[config.mk]
export PLATFORM = sky130hd
export DESIGN_NAME = if_id_queue
export DESIGN_NICKNAME = d
export VERILOG_FILES = /design/src/rtl/if_id_queue.sv
export SDC_FILE = /design/constraint.sdc
export NUM_CORES = 1
export LEC_CHECK = 0
export BUFFER_PORTS_ARGS = -buffer_cell sky130_fd_sc_hd__buf_2
export CAP_MARGIN = 15
export CORE_ASPECT_RATIO = 1.1
export CORE_MARGIN = 3
export CORE_UTILIZATION = 48
export CTS_BUF_LIST = sky130_fd_sc_hd__clkbuf_16
export CTS_CLUSTER_DIAMETER = 150
export DETAILED_ROUTE_END_ITERATION = 8
export GPL_ROUTABILITY_DRIVEN = 0
export PLACE_DENSITY = 0.7
export SETUP_SLACK_MARGIN = 0.4
export SLEW_MARGIN = 20
export SYNTH_ARGS = -nofsm -noshare
export SYNTH_HDL_FRONTEND = slang
export SYNTH_SLANG_ARGS = --single-unit
[constraint.sdc]
create_clock -name clk_i -period 9.6 [get_ports clk_i]
set_input_delay 1.92 -clock clk_i [delete_from_list [all_inputs] [get_ports clk_i]]
set_output_delay 1.92 -clock clk_i [all_outputs]
set_load 0.05 [all_outputs]
[src/rtl/if_id_queue.sv]
// IF/ID instruction queue: a DEPTH-entry circular buffer that feeds a registered head to decode.
// Defining IF_ID_QUEUE_BYPASS_EN lets an empty queue forward the fetched instruction straight to the output.
module if_id_queue #(
  parameter int unsigned         ADDR_WIDTH = 32,
  parameter int unsigned         DATA_WIDTH = 32,
  parameter int unsigned         DEPTH      = 4,
  parameter logic [DATA_WIDTH-1:0] NOP_INST = 32'h0000_0013
) (
  input  logic                         clk_i,
  input  logic                         rst_i,
  input  logic [5:0]                   stall_i,
  input  logic                         flush_jump_i,
  input  logic                         flush_int_i,
  input  logic                         inst_valid_i,
  input  logic [ADDR_WIDTH-1:0]        inst_addr_i,
  input  logic [DATA_WIDTH-1:0]        inst_i,
  output logic                         full_o,
  output logic [$clog2(DEPTH+1)-1:0]   count_o,
  output logic                         inst_valid_o,
  output logic [ADDR_WIDTH-1:0]        inst_addr_o,
  output logic [DATA_WIDTH-1:0]        inst_o
);

  localparam int unsigned PW = $clog2(DEPTH);
  localparam int unsigned CW = $clog2(DEPTH + 1);
  localparam logic [CW-1:0] FULL_CNT = CW'(DEPTH);

  logic [ADDR_WIDTH-1:0] addr_mem_q [DEPTH];
  logic [DATA_WIDTH-1:0] data_mem_q [DEPTH];

  logic [PW-1:0]         wr_ptr_q, wr_ptr_d;
  logic [PW-1:0]         rd_ptr_q, rd_ptr_d;
  logic [CW-1:0]         count_q, count_d;
  logic                  out_valid_q, out_valid_d;
  logic [ADDR_WIDTH-1:0] out_addr_q, out_addr_d;
  logic [DATA_WIDTH-1:0] out_inst_q, out_inst_d;

  logic flush;
  logic push;
  logic pop;

  assign full_o       = (count_q == FULL_CNT);
  assign count_o      = count_q;
  assign inst_valid_o = out_valid_q;
  assign inst_addr_o  = out_addr_q;
  assign inst_o       = out_inst_q;

  always_comb begin
    flush       = flush_jump_i | flush_int_i;
    push        = inst_valid_i & ~full_o & ~flush;
    pop         = 1'b0;
    out_valid_d = out_valid_q;
    out_addr_d  = out_addr_q;
    out_inst_d  = out_inst_q;

    if (flush) begin
      out_valid_d = 1'b0;
      out_addr_d  = '0;
      out_inst_d  = NOP_INST;
    end else if (stall_i[2]) begin
      // ID stalled: head is held, queue keeps filling
    end else if (stall_i[1]) begin
      out_valid_d = 1'b0;
      out_addr_d  = '0;
      out_inst_d  = NOP_INST;
    end else if (count_q != '0) begin
      pop         = 1'b1;
      out_valid_d = 1'b1;
      out_addr_d  = addr_mem_q[rd_ptr_q];
      out_inst_d  = data_mem_q[rd_ptr_q];
    end else begin
`ifdef IF_ID_QUEUE_BYPASS_EN
      if (inst_valid_i) begin
        push        = 1'b0;
        out_valid_d = 1'b1;
        out_addr_d  = inst_addr_i;
        out_inst_d  = inst_i;
      end else begin
        out_valid_d = 1'b0;
        out_addr_d  = '0;
        out_inst_d  = NOP_INST;
      end
`else
      out_valid_d = 1'b0;
      out_addr_d  = '0;
      out_inst_d  = NOP_INST;
`endif
    end

    if (flush) begin
      wr_ptr_d = '0;
      rd_ptr_d = '0;
      count_d  = '0;
    end else begin
      wr_ptr_d = push ? wr_ptr_q + PW'(1) : wr_ptr_q;
      rd_ptr_d = pop  ? rd_ptr_q + PW'(1) : rd_ptr_q;
      count_d  = count_q + CW'(push) - CW'(pop);
    end
  end

  always_ff @(posedge clk_i) begin
    if (rst_i) begin
      wr_ptr_q    <= '0;
      rd_ptr_q    <= '0;
      count_q     <= '0;
      out_valid_q <= 1'b0;
      out_addr_q  <= '0;
      out_inst_q  <= NOP_INST;
    end else begin
      wr_ptr_q    <= wr_ptr_d;
      rd_ptr_q    <= rd_ptr_d;
      count_q     <= count_d;
      out_valid_q <= out_valid_d;
      out_addr_q  <= out_addr_d;
      out_inst_q  <= out_inst_d;
    end
  end

  // Storage carries no reset; occupancy and pointers alone define what is live.
  always_ff @(posedge clk_i) begin
    if (!rst_i && push) begin
      addr_mem_q[wr_ptr_q] <= inst_addr_i;
      data_mem_q[wr_ptr_q] <= inst_i;
    end
  end

endmodule
# ---- Word level (Yosys, flattened, before mapping)
# Memory sizes are Yosys's and may differ from the RTL's. A register that Yosys moved wholly into a read port is not among the register bits.
# Index checks and enable logic that the tools add are counted.
dict set report op_classes {
  addsub 4
  eq_ne 1
  mux 14
  n_bitwise 5
  n_reduce_logical 4
}
# operator n
set ops {}
lappend ops {{2-to-1 mux 32 bit} 4}
lappend ops {{2-to-1 mux 2 bit} 4}
lappend ops {{2-to-1 mux 1 bit} 6}
lappend ops {{adder 2 x 1 -> 2 bit, second input constant} 2}
lappend ops {{adder 3 x 1 -> 3 bit} 1}
lappend ops {{== test 3 bit, second input constant} 1}
lappend ops {{nonzero test 3 bit} 1}
lappend ops {{subtractor 3 x 1 -> 3 bit} 1}
lappend ops {{bitwise AND 1 bit} 2}
lappend ops {{inverter 1 bit} 2}
lappend ops {{OR reduction 2 bit} 1}
lappend ops {{logical AND 1 bit} 1}
lappend ops {{zero test 1 bit} 1}
lappend ops {{OR 1 bit} 1}
dict set report word_totals {
  ff_bits 72
  mem_bits_rw 256
  input_bits 75
  elab_cells 36
  n_memories 2
}
# memory depth word_bits read_ports rd_clocked_by_memory_dff wr line
set memory_table {}
lappend memory_table {addr_mem_q 4 32 1 1 1 28} ;# logic [ADDR_WIDTH-1:0] addr_mem_q [DEPTH];
lappend memory_table {data_mem_q 4 32 1 1 1 29} ;# logic [DATA_WIDTH-1:0] data_mem_q [DEPTH];

# ---- Depth between registers and ports, before layout
dict set report depth {
  ltp_word 7
  ltp_mapped 12
  depth_no_buf 12
}

# ---- Worst setup path before layout
# No wires, ideal clock.
dict set report synth_path {
  path_type {in2reg}
  startpoint {in flush_int_i}
  endpoint {mem addr_mem_q[0][0], enable pin}
  arrival_time_ns 4.179
  t_required_ns 9.171
  path_slack_ns 4.992
  cell_stages 4
  cell_sequence {nor3_2 buf_2 buf_2 and3_1}
}
dict set report synth_between {
  elab_chain_len 6
}
# item line
set synth_rtl {}
lappend synth_rtl {{from (decl)} 13} ;# input logic flush_int_i,
lappend synth_rtl {{OR 1 bit} 49} ;# flush = flush_jump_i | flush_int_i;
lappend synth_rtl {{inverter 1 bit} 50} ;# push = inst_valid_i & ~full_o & ~flush;
lappend synth_rtl {{bitwise AND 1 bit} 50}
lappend synth_rtl {{logical AND 1 bit} 121} ;# if (!rst_i && push) begin
lappend synth_rtl {{2-to-1 mux 1 bit} 121}
lappend synth_rtl {{2-to-1 mux 1 bit (implied by the code)} 122} ;# addr_mem_q[wr_ptr_q] <= inst_addr_i;
lappend synth_rtl {{to (decl)} 28}
# No other way between the ends.

# ---- Worst setup path after layout
dict set report layout_path {
  startpoint {in stall_i[2]}
  endpoint {reg count_q[2], in the netlist count_o[2]}
}
dict set report layout_between {
  elab_chain_len 3
}
# item line
set layout_rtl {}
lappend layout_rtl {{from (decl)} 11} ;# input logic [5:0] stall_i,
lappend layout_rtl {{2-to-1 mux 1 bit} 60} ;# end else if (stall_i[2]) begin
lappend layout_rtl {{2-to-1 mux 1 bit} 56} ;# if (flush) begin
lappend layout_rtl {{via pop} 40} ;# logic pop;
lappend layout_rtl {{subtractor 3 x 1 -> 3 bit} 97} ;# count_d = count_q + CW'(push) - CW'(pop);
lappend layout_rtl {{to (signal assigned)} 112} ;# count_q <= count_d;
lappend layout_rtl {{to (decl)} 33} ;# logic [CW-1:0] count_q, count_d;
# The timed path passes the listed nets, and every way through them passes these cells.
# A chain may end at the register's enable or synchronous reset.

==> results_dict.tcl <==
set metrics [dict create \
    timing.rr.start "count_o[1]$_SDFF_PP0_" \
    p_leak_nw 4.694 \
    ys.flop_type "edfxtp_1" \
    seq_area_frac_synth 0.7742 \
    clkLatencyLatePin_ps 540 \
    ant_nets 0 \
    remaining_drc_errors 0 \
    yosys.area_share.simple 0.01500 \
    yosys_warnings 0 \
    status "completed" \
    fillers 1804 \
    drt-pass1-iter-count 5 \
    critPathSlowestCell "buf_4" \
    worst_pin_slew_ps 1049 \
    first_global_vias 6463 \
    avgSynthCellArea_sq_um 21.65 \
    h-tree-depth 1 \
    synth_compound_area_frac 0.05747 \
    rsz0062_at_grt "false" \
    synth_edf_count 256 \
    period_minus_slack_ps 4015 \
    final-max-slew-violation-count 0 \
    worstPathCellList "buf_2 -> buf_4 -> nor2_1 -> nand2_1 -> nor3_1 -> ha_1 -> inv_1 -> ha_1 -> inv_1 -> fa_1 -> xor2_1 -> and2_1 -> nor3_1" \
    post_synth_fa_ha_maj_area_fraction 0.008030 \
    drive_gt1_frac 0.3520 \
    clk_pin_slew_worst_paths_ps 60 \
    rows 59 \
    syn-cell-area_sq_um 11840 \
    yosysMostFrequentCell "edfxtp_1" \
    synth.largest_area_cell "edfxtp_1" \
    stdcell_area_sq_um 13660 \
    grt_antenna_before_repair 1 \
    clockPowerShare 0.404 \
    drtIter0Drc 351 \
    share_comb_of_total_power 0.019 \
    fin_skew_ps 12.77 \
    syn2layout_area_growth_pct 15.34 \
    track_usage 0.1722 \
    synthArstFlopShare 0 \
    worst_ep_required_time_ps 10060 \
    synth_cell_types 28 \
    io_buffers 139 \
    clkSinkCount 330 \
    wl_um 22860 \
    ir_worst_vdd_v 0.0001284 \
    grt_overflow 0 \
    post_cts.repair.setup_buffers 0 \
    post-dp-hpwl_um 12090 \
    seqPwrFrac 0.577 \
    die_h_um 170.7 \
    die_area_sq_um 26600 \
    drv.max_cap_violation_count 0 \
    seqCellArea_sq_um 9176 \
    switching_share 0.1908 \
    worst_setup_path_start_kind "input port" \
    initial_core_util 0.4936 \
    finalCritPeriodShare 0.4182 \
    wire_per_inst_um 22.46 \
    ios 144 \
    diodes 0 \
    slowest_delay_ps 680 \
    core_area_sq_um 23990 \
    syn_inst 547 \
    fin_nets 771 \
    netlist_top_cells_count "256 x edfxtp_1, 74 x dfxtp_1, 64 x mux4_2, 61 x a32o_1, 18 x clkbuf_1" \
    num_vias 5904 \
    clock_path_buffers 3 \
    hold_viol 0 \
    p_int_w 0.002165 \
    synth-seq-cells 330 \
    grt_pass1_wl_um 35490 \
    report.final.setup_viol 0 \
    cp_max_fo 65 \
    fmax_mhz 249.1 \
    switching_power_w 0.0005105 \
    vias_per_cell 5.800 \
    crit_start "stall_i[2]" \
    synth_xor_xnor_area_share 0.0007396 \
    grt_max_degree 70 \
    holdCritStartpoint "inst_valid_o$_SDFFE_PP0N_" \
    cts_tree "built" \
    dpl_cell_area_sq_um 12760 \
    cts-hold-fix-buffers 0 \
    min_path_type "reg2reg" \
    slew_headroom 0.3007 \
    arrival_ps 4470 \
    muxShareOfSynthArea 0.1226 \
    cp-end-kind "flip-flop" \
    worstSetupPathType "in2reg" \
    numCtsBuffers 31 \
    die_w_um 155.8 \
    clockRootBuffer "clkbuf_16" \
    powerDensity_nw_per_um2 195.9 \
    synthesis.nets 629 \
    netlist.area_leader.share 0.6491 \
    post_cts_resize_count 0 \
    ys_top_cells_by_area "edfxtp_1 65%, dfxtp_1 13%, mux4_2 12%" \
    fin_tns_setup_ps 0 \
    multi_input_area_sq_um 2440 \
    synth_top_family_by_area "multiplexers" \
]
==> power groups by stage <==
stage	sequential [W]	combinational, W	clock (W)
after global routing	0.00154	0.0000549	0.00116
after CTS	0.00154	0.0000505	0.00111
after detailed placement	0.00157	0.0000503	0
after global placement	0.00157	0.0000467	0
after floorplan	0.00158	0.0000173	0
final	0.00154	0.0000499	0.00108
==> through the flow <==
step | utilization | instances | total power, W | worst slack [ps] | hold WS (ps)
after global routing | 0.5693 | 1018 | 0.002763 | 5464 | 492.2
after global placement | 0.5317 | 961 | 0.001621 | 5134 | 450.5
after CTS | 0.5693 | 1018 | 0.002701 | 5619 | 465.1
after detailed placement | 0.5317 | 961 | 0.001625 | 5028 | 455.0
after floorplan | - | 547 | 0.001594 | 4992 | 448.9
final | 0.5693 | 1018 | 0.002675 | 5585 | 475.4
==> flip-flops by register name, summed over array words and instances, names as in the netlist, named ones only <==
name	count
addr_mem_q	128
count_o	3
data_mem_q	128
inst_addr_o	32
inst_o	32
inst_valid_o	1
rd_ptr_q	2
wr_ptr_q	2
==> cell type report <==
class / instances / area share
Inverter: 7 / 0.001924
Sequential cell: 330 / 0.6718
Multi-Input combinational cell: 175 / 0.1786
Clock buffer: 31 / 0.05679
Tap cell: 305 / 0.02794
Timing Repair Buffer: 144 / 0.05368
Clock inverter: 26 / 0.009252
==> final timing paths <==
path | cells past startpoint | slack [ps] | end
worst max-delay path | 13 | 5590 | count_o[2]$_SDFF_PP0_
worst min-delay path | 2 | 480 | inst_valid_o$_SDFFE_PP0N_
worst max register to register | 12 | 6930 | count_o[2]$_SDFF_PP0_
worst min register to register | 2 | 480 | inst_valid_o$_SDFFE_PP0N_
==> placed cells by master, fill, tap and decap left out, types with 3 or more instances in the layout <==
| cell | instances |
|---|---|
| edfxtp_1 | 256 |
| buf_2 | 139 |
| dfxtp_1 | 72 |
| mux4_2 | 64 |
| a32o_1 | 61 |
| clkbuf_16 | 31 |
| inv_1 | 22 |
| clkinv_1 | 8 |
| ha_1 | 6 |
| nor2_1 | 5 |
| a21oi_1 | 5 |
| buf_4 | 5 |
| nand2_1 | 4 |
| and3_4 | 4 |
| nand3_1 | 4 |
| nor3_1 | 3 |
| o32a_1 | 3 |
| o21ai_0 | 3 |
==> critical path, delay by kind of cell <==
family | cells | cell delay, ps
buffers and inverters | 4 | 880
adders and majority gates | 3 | 820
and+or+nand+nor | 5 | 680
xor gates and xnor gates | 1 | 160
==> metal layers <==
layer	vias to the layer above	wire length, um	GRT usage
met5	-	16	0
li1	2608	-	-
met2	197	12160	0.3108
met4	2	361	0.04301
met1	3067	8847	0.2124
met3	30	1473	0.03795
==> logic make-up after synthesis <==
family	Yosys count
flops	330
simple gates	30
xor+xnor	1
fa+ha+maj	7
buf+inv	42
mux	65
compound gates	72
No activity file was read; power rests on OpenSTA's default activity.
